`src/rtl/smm_intc_pkg.sv`:
```
// Shared constants, state encoding and helpers for the smm interrupt controller.
package smm_intc_pkg;

    localparam logic [1:0] REG_PENDING = 2'd0;
    localparam logic [1:0] REG_MASK    = 2'd1;
    localparam logic [1:0] REG_EDGE    = 2'd2;
    localparam logic [1:0] REG_VEC_CLR = 2'd3;

    localparam int VEC_ACTIVE_BIT = 31;
    localparam int VEC_ID_LSB     = 0;
    localparam int VEC_ID_W       = 5;

    typedef enum logic [1:0] {
        ST_IDLE   = 2'd0,
        ST_ASSERT = 2'd1,
        ST_GAP    = 2'd2
    } intc_state_e;

    // Replace only the byte lanes selected by be.
    function automatic logic [31:0] be_merge(input logic [31:0] old_val,
                                             input logic [31:0] wr_val,
                                             input logic [3:0]  be);
        logic [31:0] lane_mask;
        lane_mask = {{8{be[3]}}, {8{be[2]}}, {8{be[1]}}, {8{be[0]}}};
        return (old_val & ~lane_mask) | (wr_val & lane_mask);
    endfunction

endpackage

```
`src/rtl/smm_intc_prio_enc.sv`:
```
// Lowest-index-wins priority encoder: returns the index of the lowest set request bit.
module smm_intc_prio_enc
    import smm_intc_pkg::*;
#(
    parameter int NUM_SRC = 8
) (
    input  logic [NUM_SRC-1:0]  req,
    output logic [VEC_ID_W-1:0] id,
    output logic                valid
);

    // Scan from the top down so the lowest set index is written last.
    always_comb begin
        id    = 5'd0;
        valid = 1'b0;
        for (int i = NUM_SRC - 1; i >= 0; i--) begin
            id    = req[i] ? 5'(i) : id;
            valid = valid | req[i];
        end
    end

endmodule

```
`src/rtl/smm_intc.sv`:
```
// smm interrupt controller: pending/mask/edge-select/vector registers and request handshake FSM.
// Optional input synchronizer enabled by defining SMM_INTC_SYNC_EN.
module smm_intc
    import smm_intc_pkg::*;
#(
    parameter int          NUM_SRC      = 8,
    parameter logic [15:0] BASE_ADDR    = 16'hFF00,
    parameter logic [31:0] EDGE_DEFAULT = 32'h0000_0000
) (
    input  logic               CLK,
    input  logic               RESET_N,
    input  logic [NUM_SRC-1:0] IRQ_SRC,
    input  logic               CS,
    input  logic               RNW,
    input  logic [15:0]        ADDR,
    input  logic [3:0]         BE,
    input  logic [31:0]        WDATA,
    output logic [31:0]        RDATA,
    output logic               INTERRUPT,
    input  logic               INTERRUPT_ACK
);

    localparam logic [31:0] SRC_MASK = (NUM_SRC >= 32) ? 32'hFFFF_FFFF
                                                       : ((32'd1 << NUM_SRC) - 32'd1);

    logic [31:0]         irq_s;
    logic [31:0]         irq_prev_r;
    logic [31:0]         pending_r;
    logic [31:0]         mask_r;
    logic [31:0]         edge_sel_r;
    logic [31:0]         rise_s;
    logic [31:0]         clr_s;
    logic [31:0]         edge_chg_s;
    logic [31:0]         pending_nxt_s;
    logic [31:0]         mask_wr_s;
    logic [31:0]         edge_wr_s;
    logic [31:0]         clr_wr_s;
    logic [31:0]         ack_clr_s;
    logic [31:0]         rd_val_s;
    logic [31:0]         rdata_r;
    logic [NUM_SRC-1:0]  eligible_s;
    logic [VEC_ID_W-1:0] prio_id_s;
    logic                prio_valid_s;
    logic                access_s;
    logic                wr_s;
    logic                rd_s;
    logic [1:0]          reg_sel_s;
    logic                unused_addr_s;

    intc_state_e         state_r;
    logic                interrupt_r;
    logic                vec_active_r;
    logic [VEC_ID_W-1:0] vec_id_r;

`ifdef SMM_INTC_SYNC_EN
    logic [NUM_SRC-1:0] sync1_r;
    logic [NUM_SRC-1:0] sync2_r;

    // Two-flop synchronizer for asynchronous peripheral lines.
    always_ff @(posedge CLK or negedge RESET_N) begin
        if (!RESET_N) begin
            sync1_r <= '0;
            sync2_r <= '0;
        end else begin
            sync1_r <= IRQ_SRC;
            sync2_r <= sync1_r;
        end
    end

    assign irq_s = 32'(sync2_r);
`else
    assign irq_s = 32'(IRQ_SRC);
`endif

    assign access_s      = CS & (ADDR[15:4] == BASE_ADDR[15:4]);
    assign wr_s          = access_s & ~RNW;
    assign rd_s          = access_s & RNW;
    assign reg_sel_s     = ADDR[3:2];
    assign unused_addr_s = ^ADDR[1:0];

    // Register write values, clear sources and next-pending computation.
    always_comb begin
        mask_wr_s  = be_merge(mask_r, WDATA, BE) & SRC_MASK;
        edge_wr_s  = be_merge(edge_sel_r, WDATA, BE) & SRC_MASK;
        clr_wr_s   = be_merge(32'h0000_0000, WDATA, BE) & SRC_MASK;
        rise_s     = irq_s & ~irq_prev_r;
        ack_clr_s  = ((state_r == ST_ASSERT) && INTERRUPT_ACK && edge_sel_r[vec_id_r])
                     ? (32'd1 << vec_id_r) : 32'h0000_0000;
        clr_s      = ((wr_s && (reg_sel_s == REG_VEC_CLR)) ? clr_wr_s : 32'h0000_0000) | ack_clr_s;
        edge_chg_s = (wr_s && (reg_sel_s == REG_EDGE)) ? (edge_wr_s ^ edge_sel_r) : 32'h0000_0000;
        // A new rising edge beats a clear in the same cycle; a mode change forces the bit low.
        pending_nxt_s = ~edge_chg_s & SRC_MASK &
                        ((edge_sel_r & (rise_s | (pending_r & ~clr_s))) | (~edge_sel_r & irq_s));
    end

    // Source status registers and software-visible configuration.
    always_ff @(posedge CLK or negedge RESET_N) begin
        if (!RESET_N) begin
            irq_prev_r <= 32'h0000_0000;
            pending_r  <= 32'h0000_0000;
            mask_r     <= 32'h0000_0000;
            edge_sel_r <= EDGE_DEFAULT & SRC_MASK;
        end else begin
            irq_prev_r <= irq_s;
            pending_r  <= pending_nxt_s;
            mask_r     <= (wr_s && (reg_sel_s == REG_MASK)) ? mask_wr_s : mask_r;
            edge_sel_r <= (wr_s && (reg_sel_s == REG_EDGE)) ? edge_wr_s : edge_sel_r;
        end
    end

    assign eligible_s = pending_r[NUM_SRC-1:0] & mask_r[NUM_SRC-1:0];

    smm_intc_prio_enc #(.NUM_SRC(NUM_SRC)) u_prio_enc (
        .req   (eligible_s),
        .id    (prio_id_s),
        .valid (prio_valid_s)
    );

    // Request handshake: latch the winner, hold it until acked, then force one low cycle.
    always_ff @(posedge CLK or negedge RESET_N) begin
        if (!RESET_N) begin
            state_r      <= ST_IDLE;
            interrupt_r  <= 1'b0;
            vec_active_r <= 1'b0;
            vec_id_r     <= 5'd0;
        end else begin
            case (state_r)
                ST_IDLE: begin
                    if (prio_valid_s) begin
                        state_r      <= ST_ASSERT;
                        interrupt_r  <= 1'b1;
                        vec_active_r <= 1'b1;
                        vec_id_r     <= prio_id_s;
                    end else begin
                        state_r      <= ST_IDLE;
                    end
                end
                ST_ASSERT: begin
                    if (INTERRUPT_ACK) begin
                        state_r      <= ST_GAP;
                        interrupt_r  <= 1'b0;
                        vec_active_r <= 1'b0;
                    end else begin
                        state_r      <= ST_ASSERT;
                    end
                end
                ST_GAP: begin
                    state_r <= ST_IDLE;
                end
                default: begin
                    state_r      <= ST_IDLE;
                    interrupt_r  <= 1'b0;
                    vec_active_r <= 1'b0;
                end
            endcase
        end
    end

    // Read data multiplexer.
    always_comb begin
        rd_val_s = 32'h0000_0000;
        case (reg_sel_s)
            REG_PENDING: rd_val_s = pending_r;
            REG_MASK:    rd_val_s = mask_r;
            REG_EDGE:    rd_val_s = edge_sel_r;
            REG_VEC_CLR: begin
                rd_val_s[VEC_ACTIVE_BIT]                    = vec_active_r;
                rd_val_s[VEC_ID_LSB +: VEC_ID_W]            = vec_id_r;
            end
            default:     rd_val_s = 32'h0000_0000;
        endcase
    end

    // Registered read data, zero whenever no read was accepted the previous cycle.
    always_ff @(posedge CLK or negedge RESET_N) begin
        if (!RESET_N) begin
            rdata_r <= 32'h0000_0000;
        end else begin
            rdata_r <= rd_s ? rd_val_s : 32'h0000_0000;
        end
    end

    assign RDATA     = rdata_r;
    assign INTERRUPT = interrupt_r;

endmodule
```
`config.mk`:
```
export PLATFORM = sky130hd
export DESIGN_NAME = smm_intc
export DESIGN_NICKNAME = d
export VERILOG_FILES = /design/src/rtl/smm_intc_pkg.sv /design/src/rtl/smm_intc_prio_enc.sv /design/src/rtl/smm_intc.sv
export SDC_FILE = /design/constraint.sdc
export NUM_CORES = 1
export LEC_CHECK = 0
export ABC_AREA = 1
export BUFFER_PORTS_ARGS = -buffer_cell sky130_fd_sc_hd__buf_2
export CAP_MARGIN = 30
export CELL_PAD_IN_SITES_DETAIL_PLACEMENT = 1
export CELL_PAD_IN_SITES_GLOBAL_PLACEMENT = 2
export CORE_AREA = 2 2 107 109
export DETAILED_ROUTE_END_ITERATION = 8
export DIE_AREA = 0 0 109 111
export PLACE_DENSITY = 0.74
export SLEW_MARGIN = 40
export SYNTH_ARGS = -nofsm -noshare
export SYNTH_HDL_FRONTEND = slang
export SYNTH_HIERARCHICAL = 1
export SYNTH_SLANG_ARGS = --single-unit
export TNS_END_PERCENT = 20
```
`constraint.sdc`:
```
create_clock -name CLK -period 1.75 [get_ports CLK]
set_input_delay 0.175 -clock CLK [delete_from_list [all_inputs] [get_ports CLK]]
set_output_delay 0.175 -clock CLK [all_outputs]
set_load 0.01 [all_outputs]
```
==> results.yml <==
timing:
  hold_ws_ns: 0.00568
  max_slew.worst_pin.slew_ns: 0.626
  finalSetupViolCount: 0
  max_slew_headroom_at_the_worst_pin: 0.583
  fin_crit_sh: 0.918
  timing.clock.skew_ns: 0.00509
  grt_setup_unrepaired: "yes"
  finalHoldViolations: 0
  finalWorstPathRequiredPeriod_ns: 1.61
  finalMaxSlewViolations: 0
  fin_setup_tns_ns: 0
  max_freq_mhz: 622
  timing.final.ws_setup_ns: 0.143
cells_and_area:
  instances_no_fill: 597
  area.growth.synth_to_final_pct: 19.9
  share_of_cells_above_drive_strength_1: 0.192
  diodes: 0
  finish.net_count: 518
power:
  irDropWorstVdd_v: 0.000380
  power_w: 0.00264
  static-leakage-power_nw: 1.81
  power.density_cell_area_nw_per_um2: 760
grt:
  initial_antenna_violation_count: 0
  grt_use_total: 0.141
  maximum_number_of_pins_on_one_net_before_global_route_repair: 28
  first_global_vias: 2579
  grt_pass1_wl_mm: 13.3
  gr-total-overflow: 0
synthesis:
  netlist.top_cell.by_area: "sky130_fd_sc_hd__dfrtp_1"
  fraction_of_synthesized_cell_area_taken_by_the_top_area_cell_type: 0.423
  netlist_top_cells_area: "sky130_fd_sc_hd__dfrtp_1 (42%), sky130_fd_sc_hd__nand2_1 (12%), sky130_fd_sc_hd__inv_1 (8.5%), sky130_fd_sc_hd__buf_4 (6.5%), sky130_fd_sc_hd__nor2_1 (6.2%)"
  post_synth_inst_count: 395
  sequential_fraction_of_the_synthesis_area: 0.423
  yosysUniqueCellTypes: 29
  synthesis.area_per_instance_sq_um: 7.34
  netlist_area_sq_um: 2900
  synth-warning-count: 6
  synth.ff_latch_count: 49
worst_setup_path:
  worstPathRequired_ns: 1.92
  worstSetupEndpointType: "flop"
  critPathMaxStageDelay_ns: 0.40
  worstSetupPathType: "flop to flop"
  crit_fanout: 5
  critical_path_cell_by_cell: "nand2_1 -> inv_1 -> or2_1 -> nor3_2 -> nand2_1 -> nand2_2 -> inv_2 -> or2_2"
  critical-path-slowest-cell: "sky130_fd_sc_hd__dfrtp_1"
  cpMostUsedCell: "sky130_fd_sc_hd__nand2_1"
  cp_data_arrival_time_ns: 1.78
  startpoint_type: "flop"
drt:
  antenna_violating_nets_left: 0
  first_pass_iters: 4
  drcViolationCount: 0
  initialDrtViolationCount: 154
  postRouteWirelength_mm: 8.00
  num_vias: 2584
  drt-wirelength-per-cell_microns: 13.4
  detailed_route_vias_per_instance: 4.33
clock_tree:
  cts_max_level: 2
  cts_tree: "done"
  cts-root-to-sink-buffers: 2
  cts_buffers: 5
  worst_setup_hold_path_clk_slew_ns: 0.07
  clock_latency_ns: 0.29
  cts_root_buffer: "sky130_fd_sc_hd__clkbuf_16"
  number_of_clock_sinks: 49
place:
  hpwlAfterDp_mm: 6.28
  routabilityCongestion: 0.805
  numPortBuffers: 45
  place_ws_ns: 0.113
  placed_cells_incl_taps: 584
die:
  core_area_sq_um: 11100
  core.rowCount: 39
  die_width_microns: 109
  io_pins: 98
  dieHeight_microns: 111
  initial_core_util: 0.262
  fp.dieArea_sq_um: 12100
run:
  drv_cap: 0
min_path:
  hp-class: "input pin to flop"
status:
  run_status: "finished clean"
==> per-stage QoR <==
stage / utilization / area [sq um]
2_1_floorplan: - / 2980
3_3_place_gp: 0.292 / 3230
3_5_place_dp: 0.292 / 3230
4_1_cts: 0.312 / 3460
5_1_grt: 0.314 / 3480
6_report: 0.314 / 3480
==> routing by layer <==
| metal | up-vias | part of all wire | GRT usage |
|---|---|---|---|
| met5 | - | 0 | 0 |
| met4 | 0 | 0.0066 | 0.0385 |
| met3 | 5 | 0.026 | 0.0206 |
| met2 | 39 | 0.48 | 0.226 |
| met1 | 1227 | 0.49 | 0.198 |
| li1 | 1313 | - | - |
==> cells in the final DEF (no fill, tap or decap), types with 2 or more instances in the layout <==
cell,netlist,routed
sky130_fd_sc_hd__dfrtp_1,49,49
sky130_fd_sc_hd__nand2_2,3,4
sky130_fd_sc_hd__a221oi_1,6,6
sky130_fd_sc_hd__o21ai_2,8,8
sky130_fd_sc_hd__conb_1,2,25
sky130_fd_sc_hd__a21oi_1,18,18
sky130_fd_sc_hd__clkbuf_16,0,5
sky130_fd_sc_hd__inv_2,2,3
sky130_fd_sc_hd__nor2_1,48,48
sky130_fd_sc_hd__nand2_1,90,89
sky130_fd_sc_hd__nand3_2,2,2
sky130_fd_sc_hd__a31oi_1,3,3
sky130_fd_sc_hd__bufinv_16,0,2
sky130_fd_sc_hd__nor3_2,2,2
sky130_fd_sc_hd__dlygate4sd3_1,0,4
sky130_fd_sc_hd__nand4_1,9,9
sky130_fd_sc_hd__or2_2,3,3
sky130_fd_sc_hd__o22ai_1,5,5
sky130_fd_sc_hd__nand3_1,22,22
sky130_fd_sc_hd__o21ai_0,12,8
sky130_fd_sc_hd__nor3_1,8,8
sky130_fd_sc_hd__buf_2,1,45
sky130_fd_sc_hd__o21ai_1,0,4
sky130_fd_sc_hd__buf_4,25,8
sky130_fd_sc_hd__inv_1,66,65
==> final timing paths <==
kind,slack [ns],to,startpoint,depth (start not counted)
worst min register to register,0.49,state_r[1],state_r[1],1
worst max register to register,0.14,state_r[0],flop,8
max in group asynchronous,0.75,pending_r[7],RESET_N,3
worst max-delay path,0.14,state_r[0],flop,8
worst min-delay path,0.006,irq_prev_r[5],IRQ_SRC[5],1
min in group asynchronous,0.43,RDATA[2],RESET_N,2
==> cells in the mapped netlist <==
cell / instances
sky130_fd_sc_hd__inv_2: 2
sky130_fd_sc_hd__or2_1: 1
sky130_fd_sc_hd__nor3_2: 2
sky130_fd_sc_hd__nand3_2: 2
sky130_fd_sc_hd__a221oi_1: 6
sky130_fd_sc_hd__nor2_2: 2
sky130_fd_sc_hd__o22ai_1: 5
sky130_fd_sc_hd__or2_2: 3
sky130_fd_sc_hd__clkinv_1: 1
sky130_fd_sc_hd__dfrtp_1: 49
sky130_fd_sc_hd__o21ai_2: 8
sky130_fd_sc_hd__o21ai_0: 12
sky130_fd_sc_hd__buf_2: 1
sky130_fd_sc_hd__nand3_1: 22
sky130_fd_sc_hd__nand4_1: 9
sky130_fd_sc_hd__nor3_1: 8
sky130_fd_sc_hd__nand3b_1: 1
sky130_fd_sc_hd__buf_6: 3
sky130_fd_sc_hd__a21oi_1: 18
sky130_fd_sc_hd__nor3_4: 1
sky130_fd_sc_hd__conb_1: 2
sky130_fd_sc_hd__buf_4: 25
sky130_fd_sc_hd__inv_1: 66
sky130_fd_sc_hd__nand2_1: 90
sky130_fd_sc_hd__o21bai_1: 1
sky130_fd_sc_hd__clkbuf_1: 1
sky130_fd_sc_hd__nand2_2: 3
sky130_fd_sc_hd__nor2_1: 48
sky130_fd_sc_hd__a31oi_1: 3
==> layout make-up <==
cell class | instances | area [sq um]
timing repair buffer | 58 | 345
tap | 143 | 179
fill | 1395 | 7600
inverter | 69 | 259
multi-input combinational | 270 | 1280
clock inverter | 3 | 65.1
clock buffer | 5 | 125
sequential | 49 | 1230
==> report_power, final <==
part / total [W] / internal [W] / leakage, nW / switching [W]
logic: 0.000214 / 0.0000732 / 1.08 / 0.000141
clock network: 0.00126 / 0.000817 / 0.0938 / 0.000442
registers: 0.00117 / 0.00115 / 0.637 / 0.0000136
==> timing repair <==
action / in CTS / in global routing
resized for setup: 0 / 7
endpoints found under the setup margin: 0 / 12
endpoints found under the hold margin: 25 / 0
hold buffers: 4 / 0
setup buffers: 0 / 1
==> worst max-delay path: cells and delay by family (launching register included) <==
kind / cells / cell delay, ns
AND/OR/NAND/NOR: 6 / 0.99
flip-flops: 1 / 0.40
buffers and inverters: 2 / 0.11
==> kinds of logic (layout without fill, tap and decap cells) <==
logic type / Yosys count / after routing / synth area share
other cells: 2 / 25 / 0.00259
compound gates: 53 / 53 / 0.114
buf+inv: 99 / 135 / 0.169
simple gates: 192 / 192 / 0.291
flops: 49 / 49 / 0.423
Note: power is estimated with default switching activity, not from simulation.
